==> src/rtl/vga_pkg.sv <==
// Shared VGA timing constants, bus widths and the sync-bundle type for the scanout path.
// Latency: n/a (package only).
// Backpressure: n/a.
package vga_pkg;

    // 640x480@60 default timing (pixel clocks / lines)
    localparam int VGA_H_VISIBLE = 640;
    localparam int VGA_H_FRONT   = 16;
    localparam int VGA_H_SYNC    = 96;
    localparam int VGA_H_BACK    = 48;
    localparam int VGA_V_VISIBLE = 480;
    localparam int VGA_V_FRONT   = 10;
    localparam int VGA_V_SYNC    = 2;
    localparam int VGA_V_BACK    = 33;

    // Derived totals and sync windows for the default mode
    localparam int H_TOTAL      = VGA_H_VISIBLE + VGA_H_FRONT + VGA_H_SYNC + VGA_H_BACK;  // 800
    localparam int V_TOTAL      = VGA_V_VISIBLE + VGA_V_FRONT + VGA_V_SYNC + VGA_V_BACK;  // 525
    localparam int H_SYNC_START = VGA_H_VISIBLE + VGA_H_FRONT;                            // 656
    localparam int H_SYNC_END   = H_SYNC_START + VGA_H_SYNC;                              // 752
    localparam int V_SYNC_START = VGA_V_VISIBLE + VGA_V_FRONT;                            // 490
    localparam int V_SYNC_END   = V_SYNC_START + VGA_V_SYNC;                              // 492

    localparam int ADDR_W = 19;
    localparam int PIX_W  = 3;

    // Sync/blank bundle carried down the delay pipe; syncs are active low.
    typedef struct packed {
        logic hs;
        logic vs;
        logic blank_n;
    } sync_t;

    localparam sync_t SYNC_IDLE = '{hs: 1'b1, vs: 1'b1, blank_n: 1'b0};

    // One colour bit to a full-scale 8-bit DAC value.
    function automatic logic [7:0] expand_bit(input logic b);
        return {8{b}};
    endfunction

endpackage

==> src/rtl/vga_timing_gen.sv <==
// Stage-0 raster position: h/v counters, sync/blank decode, frame_start and in_vblank.
// Latency: all outputs are combinational from the counter registers (stage 0, undelayed).
// Backpressure: none; free-running once out of reset.
//
// Ports: clock/resetn (sync active-low); sync0 = stage-0 hs/vs/blank_n;
//        pix_next / frame_next describe the position the counters move to on the next edge;
//        frame_start pulses at h=0,v=0; in_vblank is high while v >= V_VISIBLE.
module vga_timing_gen
    import vga_pkg::*;
#(
    parameter int H_VISIBLE = VGA_H_VISIBLE,
    parameter int H_FRONT   = VGA_H_FRONT,
    parameter int H_SYNC    = VGA_H_SYNC,
    parameter int H_BACK    = VGA_H_BACK,
    parameter int V_VISIBLE = VGA_V_VISIBLE,
    parameter int V_FRONT   = VGA_V_FRONT,
    parameter int V_SYNC    = VGA_V_SYNC,
    parameter int V_BACK    = VGA_V_BACK
) (
    input  logic  clock,
    input  logic  resetn,
    output sync_t sync0,
    output logic  pix_next,
    output logic  frame_next,
    output logic  frame_start,
    output logic  in_vblank
);

    localparam int HT = H_VISIBLE + H_FRONT + H_SYNC + H_BACK;
    localparam int VT = V_VISIBLE + V_FRONT + V_SYNC + V_BACK;
    localparam int HW = $clog2(HT);
    localparam int VW = $clog2(VT);

    localparam logic [HW-1:0] H_LAST = HW'(HT - 1);
    localparam logic [HW-1:0] H_VIS  = HW'(H_VISIBLE);
    localparam logic [HW-1:0] HS_BEG = HW'(H_VISIBLE + H_FRONT);
    localparam logic [HW-1:0] HS_END = HW'(H_VISIBLE + H_FRONT + H_SYNC);
    localparam logic [VW-1:0] V_LAST = VW'(VT - 1);
    localparam logic [VW-1:0] V_VIS  = VW'(V_VISIBLE);
    localparam logic [VW-1:0] VS_BEG = VW'(V_VISIBLE + V_FRONT);
    localparam logic [VW-1:0] VS_END = VW'(V_VISIBLE + V_FRONT + V_SYNC);

    logic [HW-1:0] h_q, h_d;
    logic [VW-1:0] v_q, v_d;
    // run_q is low for the reset cycle itself so h=0,v=0 during reset does not
    // look like a live frame origin; the first edge after release only sets it.
    logic          run_q;

    always_comb begin
        h_d = h_q;
        v_d = v_q;
        if (!run_q) begin
            h_d = '0;
            v_d = '0;
        end else if (h_q == H_LAST) begin
            h_d = '0;
            v_d = (v_q == V_LAST) ? '0 : v_q + 1'b1;
        end else begin
            h_d = h_q + 1'b1;
        end
    end

    always_ff @(posedge clock) begin
        if (!resetn) begin
            h_q   <= '0;
            v_q   <= '0;
            run_q <= 1'b0;
        end else begin
            h_q   <= h_d;
            v_q   <= v_d;
            run_q <= 1'b1;
        end
    end

    assign frame_next  = (h_d == '0) && (v_d == '0);
    assign pix_next    = (h_d < H_VIS) && (v_d < V_VIS);
    assign frame_start = run_q && (h_q == '0) && (v_q == '0);
    assign in_vblank   = (v_q >= V_VIS);

    assign sync0.hs      = !((h_q >= HS_BEG) && (h_q < HS_END));
    assign sync0.vs      = !((v_q >= VS_BEG) && (v_q < VS_END));
    assign sync0.blank_n = run_q && (h_q < H_VIS) && (v_q < V_VIS);

endmodule

==> src/rtl/framebuffer_scanout.sv <==
// Framebuffer scanout: walks the linear pixel address, delays sync/blank to meet RAM data, drives the DAC.
// Latency: mem_raddr=A to pixel A on vga_* is READ_LATENCY+1 cycles; sync/blank carry the same delay.
// Backpressure: none; the RAM must return data exactly READ_LATENCY cycles after the address.
//
// Ports: clock/resetn (sync active-low); mem_raddr/mem_rdata = RAM read port ([2]=R,[1]=G,[0]=B);
//        vga_r/g/b, vga_hs, vga_vs (active low), vga_blank_n to the DAC;
//        frame_start, in_vblank = undelayed stage-0 status for writers.
module framebuffer_scanout
    import vga_pkg::*;
#(
    parameter int H_VISIBLE    = VGA_H_VISIBLE,
    parameter int H_FRONT      = VGA_H_FRONT,
    parameter int H_SYNC       = VGA_H_SYNC,
    parameter int H_BACK       = VGA_H_BACK,
    parameter int V_VISIBLE    = VGA_V_VISIBLE,
    parameter int V_FRONT      = VGA_V_FRONT,
    parameter int V_SYNC       = VGA_V_SYNC,
    parameter int V_BACK       = VGA_V_BACK,
    parameter int READ_LATENCY = 1
) (
    input  logic              clock,
    input  logic              resetn,
    output logic [ADDR_W-1:0] mem_raddr,
    input  logic [PIX_W-1:0]  mem_rdata,
    output logic [7:0]        vga_r,
    output logic [7:0]        vga_g,
    output logic [7:0]        vga_b,
    output logic              vga_hs,
    output logic              vga_vs,
    output logic              vga_blank_n,
    output logic              frame_start,
    output logic              in_vblank
);

    localparam int DEPTH = READ_LATENCY + 1;

    sync_t sync0;
    logic  pix_next;
    logic  frame_next;
    sync_t pipe_q [DEPTH];

    vga_timing_gen #(
        .H_VISIBLE (H_VISIBLE),
        .H_FRONT   (H_FRONT),
        .H_SYNC    (H_SYNC),
        .H_BACK    (H_BACK),
        .V_VISIBLE (V_VISIBLE),
        .V_FRONT   (V_FRONT),
        .V_SYNC    (V_SYNC),
        .V_BACK    (V_BACK)
    ) u_timing (
        .clock       (clock),
        .resetn      (resetn),
        .sync0       (sync0),
        .pix_next    (pix_next),
        .frame_next  (frame_next),
        .frame_start (frame_start),
        .in_vblank   (in_vblank)
    );

    always_ff @(posedge clock) begin
        if (!resetn) begin
            mem_raddr <= '0;
            for (int i = 0; i < DEPTH; i++) begin
                pipe_q[i] <= SYNC_IDLE;
            end
            vga_r <= '0;
            vga_g <= '0;
            vga_b <= '0;
        end else begin
            // The address register tracks the position the counters are moving to,
            // so mem_raddr always names the pixel of the current stage-0 position;
            // it holds its last value through blanking and restarts at the origin.
            if (frame_next) begin
                mem_raddr <= '0;
            end else if (pix_next) begin
                mem_raddr <= mem_raddr + 1'b1;
            end

            pipe_q[0] <= sync0;
            for (int i = 1; i < DEPTH; i++) begin
                pipe_q[i] <= pipe_q[i-1];
            end

            // Data for an address arrives while its sync bundle sits at DEPTH-2;
            // registering here lands colour on the same cycle as pipe_q[DEPTH-1].
            if (pipe_q[DEPTH-2].blank_n) begin
                vga_r <= expand_bit(mem_rdata[2]);
                vga_g <= expand_bit(mem_rdata[1]);
                vga_b <= expand_bit(mem_rdata[0]);
            end else begin
                vga_r <= '0;
                vga_g <= '0;
                vga_b <= '0;
            end
        end
    end

    assign vga_hs      = pipe_q[DEPTH-1].hs;
    assign vga_vs      = pipe_q[DEPTH-1].vs;
    assign vga_blank_n = pipe_q[DEPTH-1].blank_n;

endmodule

==> config.mk <==
export PLATFORM = sky130hd
export DESIGN_NAME = framebuffer_scanout
export DESIGN_NICKNAME = d
export VERILOG_FILES = /design/src/rtl/vga_pkg.sv /design/src/rtl/vga_timing_gen.sv /design/src/rtl/framebuffer_scanout.sv
export SDC_FILE = /design/constraint.sdc
export NUM_CORES = 1
export LEC_CHECK = 0
export CORE_MARGIN = 1.5
export CORE_UTILIZATION = 45
export CTS_BUF_LIST = sky130_fd_sc_hd__clkbuf_4 sky130_fd_sc_hd__clkbuf_8
export CTS_CLUSTER_DIAMETER = 100
export DETAILED_ROUTE_END_ITERATION = 6
export DONT_BUFFER_PORTS = 1
export PLACE_DENSITY = 0.56
export REMOVE_ABC_BUFFERS = 1
export SLEW_MARGIN = 20
export SYNTH_ARGS = -nofsm -noshare
export SYNTH_HDL_FRONTEND = slang
export SYNTH_HIERARCHICAL = 1
export SYNTH_SLANG_ARGS = --single-unit
==> constraint.sdc <==
create_clock -name clock -period 4.8 [get_ports clock]
set_input_delay 0.96 -clock clock [delete_from_list [all_inputs] [get_ports clock]]
set_output_delay 0.96 -clock clock [all_outputs]
set_load 0.05 [all_outputs]
======== Yosys cells after proc, flatten, opt, wreduce, memory -nomap -nowiden ========
Memories as Yosys holds them, arrays and structs flattened.
Cells that the tools add are included.
storage, ports and cells
  logic and storage cells ................. 50
  bits of input ports ..................... 5
  register bits after elaboration ......... 43
  bits in writable memories ............... 6
  memories ................................ 1
  output and inout port bits .............. 48
cells by class
  $lt $le $gt $ge ......................... 9
  reductions and logical operators ........ 16
  muxes and demuxes ....................... 9
  equality and inequality tests ........... 2
  bitwise logic cells ..................... 3
  $add $sub $neg .......................... 3
memory list
  name    words  bits a word  rd ports  clocked after Yosys merged registers in  write ports  line                       RTL
  pipe_q  2      3            2         0                                        2            framebuffer_scanout.sv:40  sync_t pipe_q [DEPTH];
operator list
  operator                                                                 number
  10-bit 2-to-1 mux                                                        5
  10-bit zero test                                                         4
  10-bit < comparator (second input constant)                              3
  10-bit by 9-bit < comparator with 1-bit output (second input constant)   3
  10-bit by 1-bit adder with 10-bit output (second input constant)         2
  10-bit equality test (second input constant)                             2
  10-bit by 9-bit >= comparator with 1-bit output (second input constant)  2
  19-bit by 1-bit adder with 19-bit output (second input constant)         1
  10-bit >= comparator (second input constant)                             1
  1-bit logical AND                                                        8
  3-bit 2-to-1 mux                                                         2
  1-bit zero test                                                          2
  1-bit 2-to-1 mux                                                         2
  1-bit bitwise OR                                                         2
  2-bit AND reduction                                                      1
  2-bit OR reduction                                                       1
  1-bit NOT                                                                1

======== Depth between registers and ports, before layout ========
  word-level depth ........................ 7
  depth in mapped cells ................... 15
  gate-level depth less buffers ........... 12

======== Hierarchy ========
Netlist, hierarchy kept.
by module, submodules not included
  module               cells each  sequential area each (um^2)  area each (um^2)  instances
  vga_timing_gen       189         420.4                        1,514.0           1
  framebuffer_scanout  140         560.5                        1,276.2           1

======== Worst setup path before layout ========
OpenSTA, ideal clock, no wires.
  kind .................................... register -> output
  start point ............................. register u_timing.v_q[6]
  end point ............................... output port frame_start
  arrival ................................. 2.519 ns
  cell stages (with the launch flop) ...... 4
  required time ........................... 3.840 ns
  buffers on the path ..................... 1
  path slack .............................. 1.321 ns
  cells stage by stage .................... dfxtp_1 > buf_6 > or4_1 > nor4_1
on the way
  longest elaborated chain between the ends .. 2
ends and longest elaborated chain
  item                    line                       RTL
  start, declared         vga_timing_gen.sv:44       logic [VW-1:0] v_q, v_d;
  start signal, assigned  vga_timing_gen.sv:70       v_q <= v_d;
  10-bit zero test        vga_timing_gen.sv:77       assign frame_start = run_q && (h_q == '0) && (v_q == '0);
  1-bit logical AND       vga_timing_gen.sv:77
  end, declared           framebuffer_scanout.sv:31  output logic frame_start,
Every way passes these cells.

======== Worst setup path after layout ========
  start point ............................. register u_timing.h_q[0]
  end point ............................... register mem_raddr[17]
on the way
  elaborated cells between the ends (all ways) .. 13
  those cells by class .................... add/sub (1); order compare (2); eq/ne (1); mux (4); reduce/logical (5)
RTL lines
  item                                                                                   line                                        RTL
  start, declared                                                                        vga_timing_gen.sv:43                        logic [HW-1:0] h_q, h_d;
  start signal, assigned                                                                 vga_timing_gen.sv:65                        h_q <= '0;
  start signal, assigned                                                                 vga_timing_gen.sv:69                        h_q <= h_d;
  10-bit by 1-bit adder with 10-bit output or 10-bit equality test (tied branches)       vga_timing_gen.sv:59, vga_timing_gen.sv:55
  10-bit 2-to-1 mux                                                                      vga_timing_gen.sv:55                        end else if (h_q == H_LAST) begin
  10-bit 2-to-1 mux                                                                      vga_timing_gen.sv:52                        if (!run_q) begin
  10-bit < comparator or 10-bit by 9-bit < comparator with 1-bit output (tied branches)  vga_timing_gen.sv:76                        assign pix_next = (h_d < H_VIS) && (v_d < V_VIS);
  1-bit logical AND (*)                                                                  vga_timing_gen.sv:76
  via pix_next                                                                           framebuffer_scanout.sv:38                   logic pix_next;
  end signal, assigned                                                                   framebuffer_scanout.sv:77                   mem_raddr <= mem_raddr + 1'b1;
  end, declared                                                                          framebuffer_scanout.sv:23                   output logic [ADDR_W-1:0] mem_raddr,
The timed path passes the listed nets; every way through them passes the cells marked *.
A chain may end at the register's enable or synchronous reset.

==> out/results.ini <==
[power_and_ir_drop]
peakVddDrop_uv=133
p_per_area_mw_per_mm2=280
p_leak_uw=0.000920
total_power_uw=772

[sta]
setup_viol=0
grt_setup_unrepaired=false
hold_viol=0
fin_crit_ns=3.91
fin_worst_skew_ns=0.0162
timing.slew.headroom_pct=26.0
fin_tns_setup_ns=0
timing.fmax_mhz=256
worst_pin_slew_ns=1.12
slew_viol_final=0
hold-worst-slack_ns=0.418
finalCritPeriodShare_pct=81.5

[synthesis]
netlist_instances=329
syn_area_per_cell_um2=8.48
yosys.area.top_type=dfxtp_1
ys_warn_count=6
synth_ff_type=dfxtp_1
synth_top_area_share_pct=35.2
async_flop_share_pct=0
synth_area_mm2=0.00279
synthTopCellsByArea=dfxtp_1, buf_4, xnor2_1
synth-seq-cells=49
synth_edf_count=0
seq_area_frac_synth_pct=35.2
synth.distinct_cells=48

[cts]
hold_buffers=0
clk_pin_slew_ns=0.10
numCtsBuffers=5
ctsResizeCount=0
cts_setup_buffers=0
clk_path_buf_depth=2
cts_tree=yes
clock-sinks=49
worstSkewPairLatency_ns=0.31
cts_root_buf=clkbuf_8
ctsHtreeMaxLevel=2

[floorplanning]
ios=53
die_y_um=81.7
start_util_pct=46.8
core-area_mm2=0.00596
rows=28
die-area_mm2=0.00668
die_w_um=81.7

[placed_design]
numPortBuffers=0
globalplace.congestion=0.850
dpl.hpwl_mm=3.98

[status]
outcome=completed

[worst_setup_path]
r2r_slack_ns=0.89
cp-end-kind=flip-flop
crit_arrival_ns=4.16
cp_max_fo=11
worst_ep_required_time_ns=5.04
crit_type=reg -> reg
start_kind=flip-flop

[routing]
via_count=2103
drt-pass1-iter-count=4
avgViaCountPerCell=5.55
route.detailed.drc=0
routed_wirelength_mm=5.62
drt_iter0_drc=156
ant_nets=0
routedWlPerCell_um=14.8

[final_layout]
ff_latch_area_um2=992
multi_input_area_mm2=0.00148
final_layout_size_suffix_gt1_share_pct=9.87
layout.nets=314
area_growth_pct=-1.17
final_common_cell=dfxtp_1
fillers=616
final_cell_mix=dfxtp_1, nor2_1, nand3_1
diodes=0

[grt]
antenna_found_initial=0
grtUsageTotal_pct=17.7
grt_pass1_wl_mm=9.11
grt_max_degree=21
grt-ovfl-total=0
grt_pass1_vias=1931

[run]
drv_cap=0

[hold_path]
hold_class=reg -> reg

power by group:
part           total [uW]  switching (uW)  leakage [uW]  internal, uW
clock                 313             144     0.0000574           170
sequential            438            29.2      0.000399           409
combinational        20.7            13.1      0.000464          7.54
worst paths after layout:
path                                      start             to  depth (start not counted)
worst min-delay path               pipe_q[0][1]   pipe_q[0][4]                          1
worst min register to register     pipe_q[0][1]   pipe_q[0][4]                          1
worst max-delay path            u_timing/h_q[0]  mem_raddr[17]                         12
worst max register to register  u_timing/h_q[0]  mem_raddr[17]                         12
worst max-delay path, cell delays in order (launching register included):
cell	delay, ns
dfxtp_1	0.46
ha_1	0.30
and3_1	0.40
nand3_1	0.39
or4_1	0.60
o41ai_1	0.08
a21oi_1	0.11
o21ai_0	0.17
buf_4	0.17
nand4_1	0.12
or4_1	0.59
or3_1	0.32
a21oi_1	0.13
synth_stat cells, types with 4 or more instances:
cell	n
or4_1	4
buf_4	22
nor3_1	6
inv_1	13
and3_1	9
nand3_1	23
or3_1	5
xor2_1	12
nand2_1	20
o21ai_0	13
nand4_1	13
buf_6	6
and4_1	5
nor4_1	5
dfxtp_1	49
nand2b_1	8
nor2_1	37
ha_1	6
xnor2_1	16
a21oi_1	16
layout make-up:
type | instances | share of cell area [%]
Tap cell | 75 | 3.40
Inverter | 13 | 1.77
Clock buffer | 6 | 2.99
Multi-Input combinational cell | 231 | 53.7
Clock inverter | 2 | 1.36
Timing Repair Buffer | 3 | 0.817
Sequential cell | 49 | 36.0
flip-flops by register name, summed over array words and instances, names as in the netlist:
| name | flops |
|---|---|
| u_timing/h_q | 10 |
| vga_r | 1 |
| u_timing/run_q | 1 |
| vga_b | 1 |
| mem_raddr | 19 |
| pipe_q | 6 |
| vga_g | 1 |
| u_timing/v_q | 10 |
per-stage QoR:
stage | cells | instance area (um2) | worst slack (ns) | util [%]
6_report | 379 | 2760 | 0.889 | 46.3
5_1_grt | 379 | 2760 | 0.607 | 46.3
4_1_cts | 379 | 2760 | 0.944 | 46.3
3_5_place_dp | 371 | 2640 | 0.982 | 44.3
3_3_place_gp | 371 | 2640 | 1.05 | 44.3
2_1_floorplan | 293 | 2500 | 0.998 | -
per-layer routing:
| layer | track usage (%) | routed length (um) | vias to the layer above |
|---|---|---|---|
| li1 | - | - | 1076 |
| met1 | 22.3 | 2640 | 968 |
| met2 | 30.2 | 2640 | 54 |
| met3 | 3.33 | 277 | 5 |
| met4 | 5.59 | 65 | 0 |
| met5 | 0 | 0 | - |
cell families after synthesis:
group | Yosys count | synth area share [%]
AO/OA/AOI/OAI | 44 | 9.69
XOR/XNOR | 28 | 8.79
adder cells (fa/ha/maj) | 6 | 2.69
buffers and inverters | 49 | 12.0
flip-flops | 49 | 35.2
multiplexers | 2 | 0.762
AND/OR/NAND/NOR | 151 | 30.9
Note: power is estimated with default switching activity, not from simulation.
